--- config.mk ---
export PLATFORM = sky130hd
export DESIGN_NAME = riscv_ctrl_pipe_hazard_flat
export DESIGN_NICKNAME = d
export VERILOG_FILES = /design/src/rtl/riscv_ctrl_pipe_hazard_if.sv /design/src/rtl/riscv_ctrl_pipe_hazard.sv /design/src/flat_wrapper.sv
export SDC_FILE = /design/constraint.sdc
export NUM_CORES = 1
export LEC_CHECK = 0
export CAP_MARGIN = 20
export CORE_AREA = 2 2 90 92
export DETAILED_ROUTE_END_ITERATION = 8
export DIE_AREA = 0 0 92 94
export PLACE_DENSITY = 0.75
export REMOVE_ABC_BUFFERS = 1
export SLEW_MARGIN = 10
export SYNTH_ARGS = -nofsm -noshare
export SYNTH_HDL_FRONTEND = slang
export SYNTH_SLANG_ARGS = --single-unit
--- constraint.sdc ---
create_clock -name clk -period 2 [get_ports clk]
set_input_delay 0.4 -clock clk [delete_from_list [all_inputs] [get_ports clk]]
set_output_delay 0.4 -clock clk [all_outputs]
set_load 0.01 [all_outputs]
--- src/rtl/riscv_ctrl_pipe_hazard_if.sv ---
// Control/hazard bundle between the decode stage and the E/M/W datapath.
// The master side drives decoded controls; the slave returns staged controls.
interface riscv_ctrl_pipe_hazard_if #(
  parameter int CNT_W = 16
);
  logic             branch_d;
  logic [1:0]       result_src_d;
  logic             mem_write_d;
  logic             alu_src_d;
  logic             reg_write_d;
  logic [1:0]       alu_op_d;
  logic [4:0]       rs1_d;
  logic [4:0]       rs2_d;
  logic [4:0]       rd_d;
  logic             pc_src_e;
  logic             branch_e;
  logic             mem_write_e;
  logic             alu_src_e;
  logic             reg_write_e;
  logic [1:0]       result_src_e;
  logic [1:0]       alu_op_e;
  logic [4:0]       rs1_e;
  logic [4:0]       rs2_e;
  logic [4:0]       rd_e;
  logic             reg_write_m;
  logic             mem_write_m;
  logic [1:0]       result_src_m;
  logic [4:0]       rd_m;
  logic             reg_write_w;
  logic [1:0]       result_src_w;
  logic [4:0]       rd_w;
  logic             stall_f;
  logic             stall_d;
  logic             flush_d;
  logic             flush_e;
  logic [1:0]       forward_a_e;
  logic [1:0]       forward_b_e;
  logic [CNT_W-1:0] stall_cnt;
  logic [CNT_W-1:0] flush_cnt;

  modport master (
    output branch_d, result_src_d, mem_write_d,
    output alu_src_d, reg_write_d, alu_op_d,
    output rs1_d, rs2_d, rd_d, pc_src_e,
    input  branch_e, mem_write_e, alu_src_e,
    input  reg_write_e, result_src_e, alu_op_e,
    input  rs1_e, rs2_e, rd_e,
    input  reg_write_m, mem_write_m,
    input  result_src_m, rd_m,
    input  reg_write_w, result_src_w, rd_w,
    input  stall_f, stall_d, flush_d, flush_e,
    input  forward_a_e, forward_b_e,
    input  stall_cnt, flush_cnt
  );

  modport slave (
    input  branch_d, result_src_d, mem_write_d,
    input  alu_src_d, reg_write_d, alu_op_d,
    input  rs1_d, rs2_d, rd_d, pc_src_e,
    output branch_e, mem_write_e, alu_src_e,
    output reg_write_e, result_src_e, alu_op_e,
    output rs1_e, rs2_e, rd_e,
    output reg_write_m, mem_write_m,
    output result_src_m, rd_m,
    output reg_write_w, result_src_w, rd_w,
    output stall_f, stall_d, flush_d, flush_e,
    output forward_a_e, forward_b_e,
    output stall_cnt, flush_cnt
  );
endinterface

--- src/rtl/riscv_ctrl_pipe_hazard.sv ---
// E/M/W control pipeline plus load-use stall, branch flush and forwarding.
// Stall and flush event counters saturate at all-ones.
module riscv_ctrl_pipe_hazard #(
  parameter int CNT_W = 16
) (
  input logic                   clk,
  input logic                   rst_n,
  riscv_ctrl_pipe_hazard_if.slave bus
);

  typedef struct packed {
    logic       branch;
    logic       mem_write;
    logic       alu_src;
    logic       reg_write;
    logic [1:0] result_src;
    logic [1:0] alu_op;
    logic [4:0] rs1;
    logic [4:0] rs2;
    logic [4:0] rd;
  } ex_t;

  typedef struct packed {
    logic       reg_write;
    logic       mem_write;
    logic [1:0] result_src;
    logic [4:0] rd;
  } mem_t;

  typedef struct packed {
    logic       reg_write;
    logic [1:0] result_src;
    logic [4:0] rd;
  } wb_t;

  ex_t  ex_d, ex_q;
  mem_t mem_d, mem_q;
  wb_t  wb_d, wb_q;

  logic [CNT_W-1:0] stall_cnt_d, stall_cnt_q;
  logic [CNT_W-1:0] flush_cnt_d, flush_cnt_q;

  logic load_e;
  logic lw_stall;
  logic stall;
  logic flush_e;
  logic [1:0] fwd_a;
  logic [1:0] fwd_b;

  // Hazard detection and forwarding selects
  always_comb begin
    load_e   = ex_q.reg_write & (ex_q.result_src == 2'b01);
    lw_stall = load_e & (ex_q.rd != 5'd0) &
               ((ex_q.rd == bus.rs1_d) | (ex_q.rd == bus.rs2_d));
    stall    = lw_stall & ~bus.pc_src_e;
    flush_e  = lw_stall | bus.pc_src_e;
    fwd_a    = 2'b00;
    fwd_b    = 2'b00;
    if (mem_q.reg_write && mem_q.rd != 5'd0 && mem_q.rd == ex_q.rs1)
      fwd_a = 2'b10;
    else if (wb_q.reg_write && wb_q.rd != 5'd0 && wb_q.rd == ex_q.rs1)
      fwd_a = 2'b01;
    if (mem_q.reg_write && mem_q.rd != 5'd0 && mem_q.rd == ex_q.rs2)
      fwd_b = 2'b10;
    else if (wb_q.reg_write && wb_q.rd != 5'd0 && wb_q.rd == ex_q.rs2)
      fwd_b = 2'b01;
  end

  // Next-state for stage registers and saturating counters
  always_comb begin
    ex_d = '0;
    if (!flush_e) begin
      ex_d.branch     = bus.branch_d;
      ex_d.mem_write  = bus.mem_write_d;
      ex_d.alu_src    = bus.alu_src_d;
      ex_d.reg_write  = bus.reg_write_d;
      ex_d.result_src = bus.result_src_d;
      ex_d.alu_op     = bus.alu_op_d;
      ex_d.rs1        = bus.rs1_d;
      ex_d.rs2        = bus.rs2_d;
      ex_d.rd         = bus.rd_d;
    end
    mem_d.reg_write  = ex_q.reg_write;
    mem_d.mem_write  = ex_q.mem_write;
    mem_d.result_src = ex_q.result_src;
    mem_d.rd         = ex_q.rd;
    wb_d.reg_write   = mem_q.reg_write;
    wb_d.result_src  = mem_q.result_src;
    wb_d.rd          = mem_q.rd;
    stall_cnt_d = stall_cnt_q;
    if (stall && !(&stall_cnt_q))
      stall_cnt_d = stall_cnt_q + CNT_W'(1);
    flush_cnt_d = flush_cnt_q;
    if (bus.pc_src_e && !(&flush_cnt_q))
      flush_cnt_d = flush_cnt_q + CNT_W'(1);
  end

  // Stage registers; reset drops every in-flight control to a bubble
  always_ff @(posedge clk or negedge rst_n) begin
    if (!rst_n) begin
      ex_q        <= '0;
      mem_q       <= '0;
      wb_q        <= '0;
      stall_cnt_q <= '0;
      flush_cnt_q <= '0;
    end else begin
      ex_q        <= ex_d;
      mem_q       <= mem_d;
      wb_q        <= wb_d;
      stall_cnt_q <= stall_cnt_d;
      flush_cnt_q <= flush_cnt_d;
    end
  end

  assign bus.branch_e     = ex_q.branch;
  assign bus.mem_write_e  = ex_q.mem_write;
  assign bus.alu_src_e    = ex_q.alu_src;
  assign bus.reg_write_e  = ex_q.reg_write;
  assign bus.result_src_e = ex_q.result_src;
  assign bus.alu_op_e     = ex_q.alu_op;
  assign bus.rs1_e        = ex_q.rs1;
  assign bus.rs2_e        = ex_q.rs2;
  assign bus.rd_e         = ex_q.rd;
  assign bus.reg_write_m  = mem_q.reg_write;
  assign bus.mem_write_m  = mem_q.mem_write;
  assign bus.result_src_m = mem_q.result_src;
  assign bus.rd_m         = mem_q.rd;
  assign bus.reg_write_w  = wb_q.reg_write;
  assign bus.result_src_w = wb_q.result_src;
  assign bus.rd_w         = wb_q.rd;
  assign bus.stall_f      = stall;
  assign bus.stall_d      = stall;
  assign bus.flush_d      = bus.pc_src_e;
  assign bus.flush_e      = flush_e;
  assign bus.forward_a_e  = fwd_a;
  assign bus.forward_b_e  = fwd_b;
  assign bus.stall_cnt    = stall_cnt_q;
  assign bus.flush_cnt    = flush_cnt_q;

endmodule

--- src/flat_wrapper.sv ---
// flat-port wrapper written by rule: the top's interface ports become plain ports
module riscv_ctrl_pipe_hazard_flat 
#(
  parameter int CNT_W = 16
)
  (clk, rst_n, bus_branch_d, bus_result_src_d, bus_mem_write_d, bus_alu_src_d, bus_reg_write_d, bus_alu_op_d, bus_rs1_d, bus_rs2_d, bus_rd_d, bus_pc_src_e, bus_branch_e, bus_mem_write_e, bus_alu_src_e, bus_reg_write_e, bus_result_src_e, bus_alu_op_e, bus_rs1_e, bus_rs2_e, bus_rd_e, bus_reg_write_m, bus_mem_write_m, bus_result_src_m, bus_rd_m, bus_reg_write_w, bus_result_src_w, bus_rd_w, bus_stall_f, bus_stall_d, bus_flush_d, bus_flush_e, bus_forward_a_e, bus_forward_b_e, bus_stall_cnt, bus_flush_cnt);
  riscv_ctrl_pipe_hazard_if #(.CNT_W(CNT_W)) bus_i ();
  input logic clk;
  input logic rst_n;
  input wire logic [$bits(bus_i.branch_d)-1:0] bus_branch_d;
  input wire logic [$bits(bus_i.result_src_d)-1:0] bus_result_src_d;
  input wire logic [$bits(bus_i.mem_write_d)-1:0] bus_mem_write_d;
  input wire logic [$bits(bus_i.alu_src_d)-1:0] bus_alu_src_d;
  input wire logic [$bits(bus_i.reg_write_d)-1:0] bus_reg_write_d;
  input wire logic [$bits(bus_i.alu_op_d)-1:0] bus_alu_op_d;
  input wire logic [$bits(bus_i.rs1_d)-1:0] bus_rs1_d;
  input wire logic [$bits(bus_i.rs2_d)-1:0] bus_rs2_d;
  input wire logic [$bits(bus_i.rd_d)-1:0] bus_rd_d;
  input wire logic [$bits(bus_i.pc_src_e)-1:0] bus_pc_src_e;
  output wire logic [$bits(bus_i.branch_e)-1:0] bus_branch_e;
  output wire logic [$bits(bus_i.mem_write_e)-1:0] bus_mem_write_e;
  output wire logic [$bits(bus_i.alu_src_e)-1:0] bus_alu_src_e;
  output wire logic [$bits(bus_i.reg_write_e)-1:0] bus_reg_write_e;
  output wire logic [$bits(bus_i.result_src_e)-1:0] bus_result_src_e;
  output wire logic [$bits(bus_i.alu_op_e)-1:0] bus_alu_op_e;
  output wire logic [$bits(bus_i.rs1_e)-1:0] bus_rs1_e;
  output wire logic [$bits(bus_i.rs2_e)-1:0] bus_rs2_e;
  output wire logic [$bits(bus_i.rd_e)-1:0] bus_rd_e;
  output wire logic [$bits(bus_i.reg_write_m)-1:0] bus_reg_write_m;
  output wire logic [$bits(bus_i.mem_write_m)-1:0] bus_mem_write_m;
  output wire logic [$bits(bus_i.result_src_m)-1:0] bus_result_src_m;
  output wire logic [$bits(bus_i.rd_m)-1:0] bus_rd_m;
  output wire logic [$bits(bus_i.reg_write_w)-1:0] bus_reg_write_w;
  output wire logic [$bits(bus_i.result_src_w)-1:0] bus_result_src_w;
  output wire logic [$bits(bus_i.rd_w)-1:0] bus_rd_w;
  output wire logic [$bits(bus_i.stall_f)-1:0] bus_stall_f;
  output wire logic [$bits(bus_i.stall_d)-1:0] bus_stall_d;
  output wire logic [$bits(bus_i.flush_d)-1:0] bus_flush_d;
  output wire logic [$bits(bus_i.flush_e)-1:0] bus_flush_e;
  output wire logic [$bits(bus_i.forward_a_e)-1:0] bus_forward_a_e;
  output wire logic [$bits(bus_i.forward_b_e)-1:0] bus_forward_b_e;
  output wire logic [$bits(bus_i.stall_cnt)-1:0] bus_stall_cnt;
  output wire logic [$bits(bus_i.flush_cnt)-1:0] bus_flush_cnt;
  assign bus_i.branch_d = bus_branch_d;
  assign bus_i.result_src_d = bus_result_src_d;
  assign bus_i.mem_write_d = bus_mem_write_d;
  assign bus_i.alu_src_d = bus_alu_src_d;
  assign bus_i.reg_write_d = bus_reg_write_d;
  assign bus_i.alu_op_d = bus_alu_op_d;
  assign bus_i.rs1_d = bus_rs1_d;
  assign bus_i.rs2_d = bus_rs2_d;
  assign bus_i.rd_d = bus_rd_d;
  assign bus_i.pc_src_e = bus_pc_src_e;
  assign bus_branch_e = bus_i.branch_e;
  assign bus_mem_write_e = bus_i.mem_write_e;
  assign bus_alu_src_e = bus_i.alu_src_e;
  assign bus_reg_write_e = bus_i.reg_write_e;
  assign bus_result_src_e = bus_i.result_src_e;
  assign bus_alu_op_e = bus_i.alu_op_e;
  assign bus_rs1_e = bus_i.rs1_e;
  assign bus_rs2_e = bus_i.rs2_e;
  assign bus_rd_e = bus_i.rd_e;
  assign bus_reg_write_m = bus_i.reg_write_m;
  assign bus_mem_write_m = bus_i.mem_write_m;
  assign bus_result_src_m = bus_i.result_src_m;
  assign bus_rd_m = bus_i.rd_m;
  assign bus_reg_write_w = bus_i.reg_write_w;
  assign bus_result_src_w = bus_i.result_src_w;
  assign bus_rd_w = bus_i.rd_w;
  assign bus_stall_f = bus_i.stall_f;
  assign bus_stall_d = bus_i.stall_d;
  assign bus_flush_d = bus_i.flush_d;
  assign bus_flush_e = bus_i.flush_e;
  assign bus_forward_a_e = bus_i.forward_a_e;
  assign bus_forward_b_e = bus_i.forward_b_e;
  assign bus_stall_cnt = bus_i.stall_cnt;
  assign bus_flush_cnt = bus_i.flush_cnt;
  riscv_ctrl_pipe_hazard #(.CNT_W(CNT_W)) u_core (.clk(clk), .rst_n(rst_n), .bus(bus_i));
endmodule
==> Yosys cells after proc, flatten, opt, wreduce, memory -nomap -nowiden <==
Index checks and enable logic that the tools add are counted.
{ "word_totals": {"word_cells": 54, "regBits": 72, "out_inout_bits": 80} }
{ "classes": {"mux": 5, "n_eq_ne": 7, "bitwise": 7, "reduce_logical": 15, "add_sub_neg": 2} }
{ "ops": {"columns": ["cell", "n"], "rows": [
  ["16-bit by 1-bit adder with 16-bit output (second input constant)", 2],
  ["16-bit AND reduction", 2],
  ["5-bit == test", 6],
  ["23-bit two-way mux", 1],
  ["5-bit nonzero test", 3],
  ["1-bit logical AND", 8],
  ["1-bit AND", 4],
  ["2-bit two-way mux", 2],
  ["2-bit by 1-bit == test with 1-bit output (second input constant)", 1],
  ["1-bit zero test", 2],
  ["1-bit two-way mux", 2],
  ["1-bit bitwise OR", 2],
  ["1-bit NOT", 1]
]} }

==> Logic depth before layout (Yosys ltp) <==
{ "logic_depth": {"word_depth": 6, "mapped_depth": 7, "depth_no_buf": 7} }

==> Worst setup path before layout <==
OpenSTA, ideal clock, no wires.
{ "synth_timing": {"kind": "reg-to-output", "startpoint": "register u_core.mem_q (netlist bit u_core.bus.rd_m[0])", "endpoint": "output port bus_forward_a_e[0]", "path_buffers": 0, "arrival_time_ns": 1.747, "path_stages_with_launch": 5, "required_ns": 1.600, "setup_slack_ns": -0.147, "cell_sequence": "dfrtp_1 > or4_1 > o21ai_0 > nor4_1 > nor4_1"} }
{ "synth_between": {"elab_chain_cells": 4} }
{ "synth_rtl": {"columns": ["item", "line_no", "rtl"], "rows": [
  ["from (decl)", "riscv_ctrl_pipe_hazard.sv:37", "mem_t mem_d, mem_q;"],
  ["from (signal assigned)", "riscv_ctrl_pipe_hazard.sv:108", "mem_q <= mem_d;"],
  ["5-bit nonzero test", "riscv_ctrl_pipe_hazard.sv:59", "if (mem_q.reg_write && mem_q.rd != 5'd0 && mem_q.rd == ex_q.rs1)"],
  ["1-bit logical AND", "riscv_ctrl_pipe_hazard.sv:59", null],
  ["1-bit logical AND (*)", "riscv_ctrl_pipe_hazard.sv:59", null],
  ["2-bit two-way mux (*)", "riscv_ctrl_pipe_hazard.sv:59", null],
  ["to (decl)", "flat_wrapper.sv:40", "output wire logic [$bits(bus_i.forward_a_e)-1:0] bus_forward_a_e;"]
]} }
Mark *: on every way between the ends. The rest lies on a longest branch, timed or not.

==> Final worst setup path <==
{ "layout_timing": {"startpoint": "input port bus_rs2_d[1]", "endpoint": "output port bus_stall_d"} }
{ "layout_between": {"elab_chain_cells": 4} }
{ "layout_rtl": {"columns": ["item", "line_no", "rtl"], "rows": [
  ["from (decl)", "flat_wrapper.sv:17", "input wire logic [$bits(bus_i.rs2_d)-1:0] bus_rs2_d;"],
  ["5-bit == test", "riscv_ctrl_pipe_hazard.sv:54", "((ex_q.rd == bus.rs1_d) | (ex_q.rd == bus.rs2_d));"],
  ["1-bit bitwise OR", "riscv_ctrl_pipe_hazard.sv:54", null],
  ["1-bit AND", "riscv_ctrl_pipe_hazard.sv:53", "lw_stall = load_e & (ex_q.rd != 5'd0) &"],
  ["1-bit AND", "riscv_ctrl_pipe_hazard.sv:55", "stall = lw_stall & ~bus.pc_src_e;"],
  ["to (decl)", "flat_wrapper.sv:37", "output wire logic [$bits(bus_i.stall_d)-1:0] bus_stall_d;"]
]} }
Every way passes these cells.

==> impl_results.md <==
* Synth Register Bits at approximately 70
* Tot Pwr at around 3.5 mW
* Max Slew Vio Count at 0
* Layout area overhead at 66.1%
* Gr usage total at 18.2%
* RD Place Congestion at 0.816
* DIE WIDTH at around 92 um
* Count leader, synth: dfrtp_1
* Die H at about 94 um
* Critical Path End Type: primary output
* Final setup viols at 19
* Initial core utilization at about 40%
* Crit-path max FO at 2
* Yosys cell types at 35
* Violated checks: setup timing
* Avg Inst Size Synth at around 12 sq um
* Crit Path Category: in2out
* Synth top cells by count: 72 x dfrtp_1, 31 x xor2_1, 25 x and2_1
* Via count at 2,497
* Fmax at a little over 400 MHz
* Dpl hpwl at 5640 um
* Area contributors post-synth: dfrtp_1 59%, xor2_1 8.8%, xnor2_1 6.8%
* Share of cells above drive strength 1 at 28.5%
* Skew-Pair Late Insertion Delay at 0.33 ns
* Ant. Diodes at 0
* Final non-filler cell total at 540
* Antenna violations before repair at 0
* MaxCap Viol Count at 0
* Top-area cell type share of the netlist area at 58.6%
* R2r worst-path depth at 8
* Filler cells at 560
* Final Cycle Share at 120%
* Critical Path AT at 2.01 ns
* Endpoints failing hold at 0
* DR iter-0 viols at 122
* Core Util, Final at 67.2%
* Worst path required time at 1.60 ns
* Share of flip-flops with an asynchronous set or reset at 100%
* Fraction of the yosys area taken by sequential cells at 58.6%
* DRC viols at 0
* PortBufs at 105
* Layout Skew at 0.00783 ns
* Dpl cell area at 4670 sq um
* Tmin final at 2.41 ns
* Fin area at 5110 sq um
* Relative max-transition margin at 68.6%
* Die area at 8650 sq um
* Drt via density at about 4.6
* R2R Setup Slk at -0.19 ns
* DRT Pass-1 Iters at 4
* TritonCTS clock tree: done
* First-pass GRT wire length at 12,200 um
* Final setup margin at -0.409 ns
* Core area at 7610 sq um
* Synth Cell Area at between 3000 and 4000 sq um
* CTS root buf: clkbuf_8
* CP startpoint kind: input port
* Pleak at between 2 and 2.5 nW
* RSZ-0062 raised after global routing: true
* Final net count at 461
* PwrDens at 685 nW/um^2
* Routed Antenna Nets at 0
* FP Rows at 32
* Outcome: complete, but fails checks
* Clk slew on worst S/H paths at about 0.080 ns
* Worst slack at placement at -0.892 ns
* Num CTS Buffers at 9
* Setup TNS at -2.96 ns
* Dpl cells at approximately 520
* Number of global-route vias before repair at 2,603
* CTS Sinks at 72
* Min Hold Slack at about 0.11 ns
* Max rail drop VDD at between 0.3 and 0.4 mV
* Largest net degree at the start of global routing at 38
* Cells after Synth at roughly 250
* Ys flop type: dfrtp_1
* WL final at approximately 7600 um
* Post-synth top area cell: dfrtp_1
* Slew @ Worst Pin at 0.471 ns
* H-tree levels at 3
* Boundary pin count at roughly 110
* Global route total overflow at 0
* Max clock buf depth at 2
* Post-synth EDFFs at 0
* Synth Warn # at 0
* Routed len/inst at 14.0 um
* Worst hold-check path type: in2async
## worst max-delay path, cell delays in order
cell             delay (ns)
clkdlybuf4s50_1        0.44
xor2_1                 0.19
nor3_2                 0.23
a22oi_2                0.11
or2_4                  0.28
buf_12                 0.13
nor2_4                 0.09
buf_2                  0.14
## repair_timing
action                                  in CTS  in global routing
endpoints found under the setup margin      37                 48
buffers inserted                             9                  2
gates resized for setup                     55                 23
pin swaps                                   14                 14
hold buffers                                 0                  0
## path summary, 6_finish.rpt
| path | startpoint | end |
|---|---|---|
| max | bus_rs2_d[1] | bus_stall_d |
| min | rst_n | u_core.bus.rs1_e[0] |
| max reg2reg | u_core.bus.rd_e[0] | u_core.bus.stall_cnt[5] |
| min reg2reg | u_core.bus.result_src_m[1] | u_core.bus.result_src_w[1] |
| max in group asynchronous | rst_n | u_core.bus.rd_e[4] |
| min in group clk | u_core.bus.result_src_m[1] | u_core.bus.result_src_w[1] |
## routing by layer
layer / global-route usage [%] / routed length, um / share of wire, % / vias to the layer above
li1: - / - / - / 1229
met2: 31.4 / 3870 / 51 / 69
met5: 0 / 0 / 0 / -
met1: 22.2 / 3270 / 43 / 1193
met3: 4.57 / 363 / 4.8 / 6
met4: 6.59 / 74 / 0.98 / 0
## kinds of logic (layout without fill, tap and decap cells)
logic type	count (synthesis)	count (layout)	share of synthesized area, %
compound gates	10	10	2.20
fa+ha+maj	2	2	0.813
xor+xnor	55	55	15.7
mux	3	3	1.06
flops	72	72	58.6
buf+inv	8	192	1.46
simple gates	104	104	20.3
## report_power, final
group | switching (mW) | total [mW] | internal (mW)
sequential | 0.129 | 1.70 | 1.57
combinational | 0.298 | 0.728 | 0.430
clock | 0.507 | 1.08 | 0.572
total | 0.933 | 3.50 | 2.57
## layout make-up
| cell class | count | area (sq um) | share of cell area (%) |
|---|---|---|---|
| Clock inverter | 4 | 45.0 | 0.881 |
| Multi-Input combinational cell | 174 | 1390 | 27.2 |
| Sequential cell | 72 | 1800 | 35.3 |
| Timing Repair Buffer | 173 | 1600 | 31.3 |
| Inverter | 3 | 11.3 | 0.220 |
| Tap cell | 102 | 128 | 2.50 |
| Clock buffer | 12 | 135 | 2.64 |
## layout by cell type, fill, tap and decap left out, types with 3 or more instances in the layout
master	instances
clkdlybuf4s50_1	96
dfrtp_1	71
buf_4	57
xor2_1	31
and2_1	25
xnor2_1	20
buf_6	14
nor2_1	10
nand4_1	10
and3_1	9
clkbuf_8	9
nand3_1	7
nand2_1	7
xnor2_2	4
nand3_2	4
a21oi_1	4
buf_2	4
or4_1	3
nor2b_1	3
clkbuf_1	3
clkinv_2	3
## sequential cells by signal, summed over array words and instances, names as in the netlist, 2 cells and up
name,count
u_core.bus.flush_cnt,16
u_core.bus.stall_cnt,16
u_core.bus.rd_e,5
u_core.bus.rd_m,5
u_core.bus.rd_w,5
u_core.bus.rs1_e,5
u_core.bus.rs2_e,5
u_core.bus.alu_op_e,2
u_core.bus.result_src_e,2
u_core.bus.result_src_m,2
u_core.bus.result_src_w,2
Note: power is estimated with default switching activity, not from simulation.
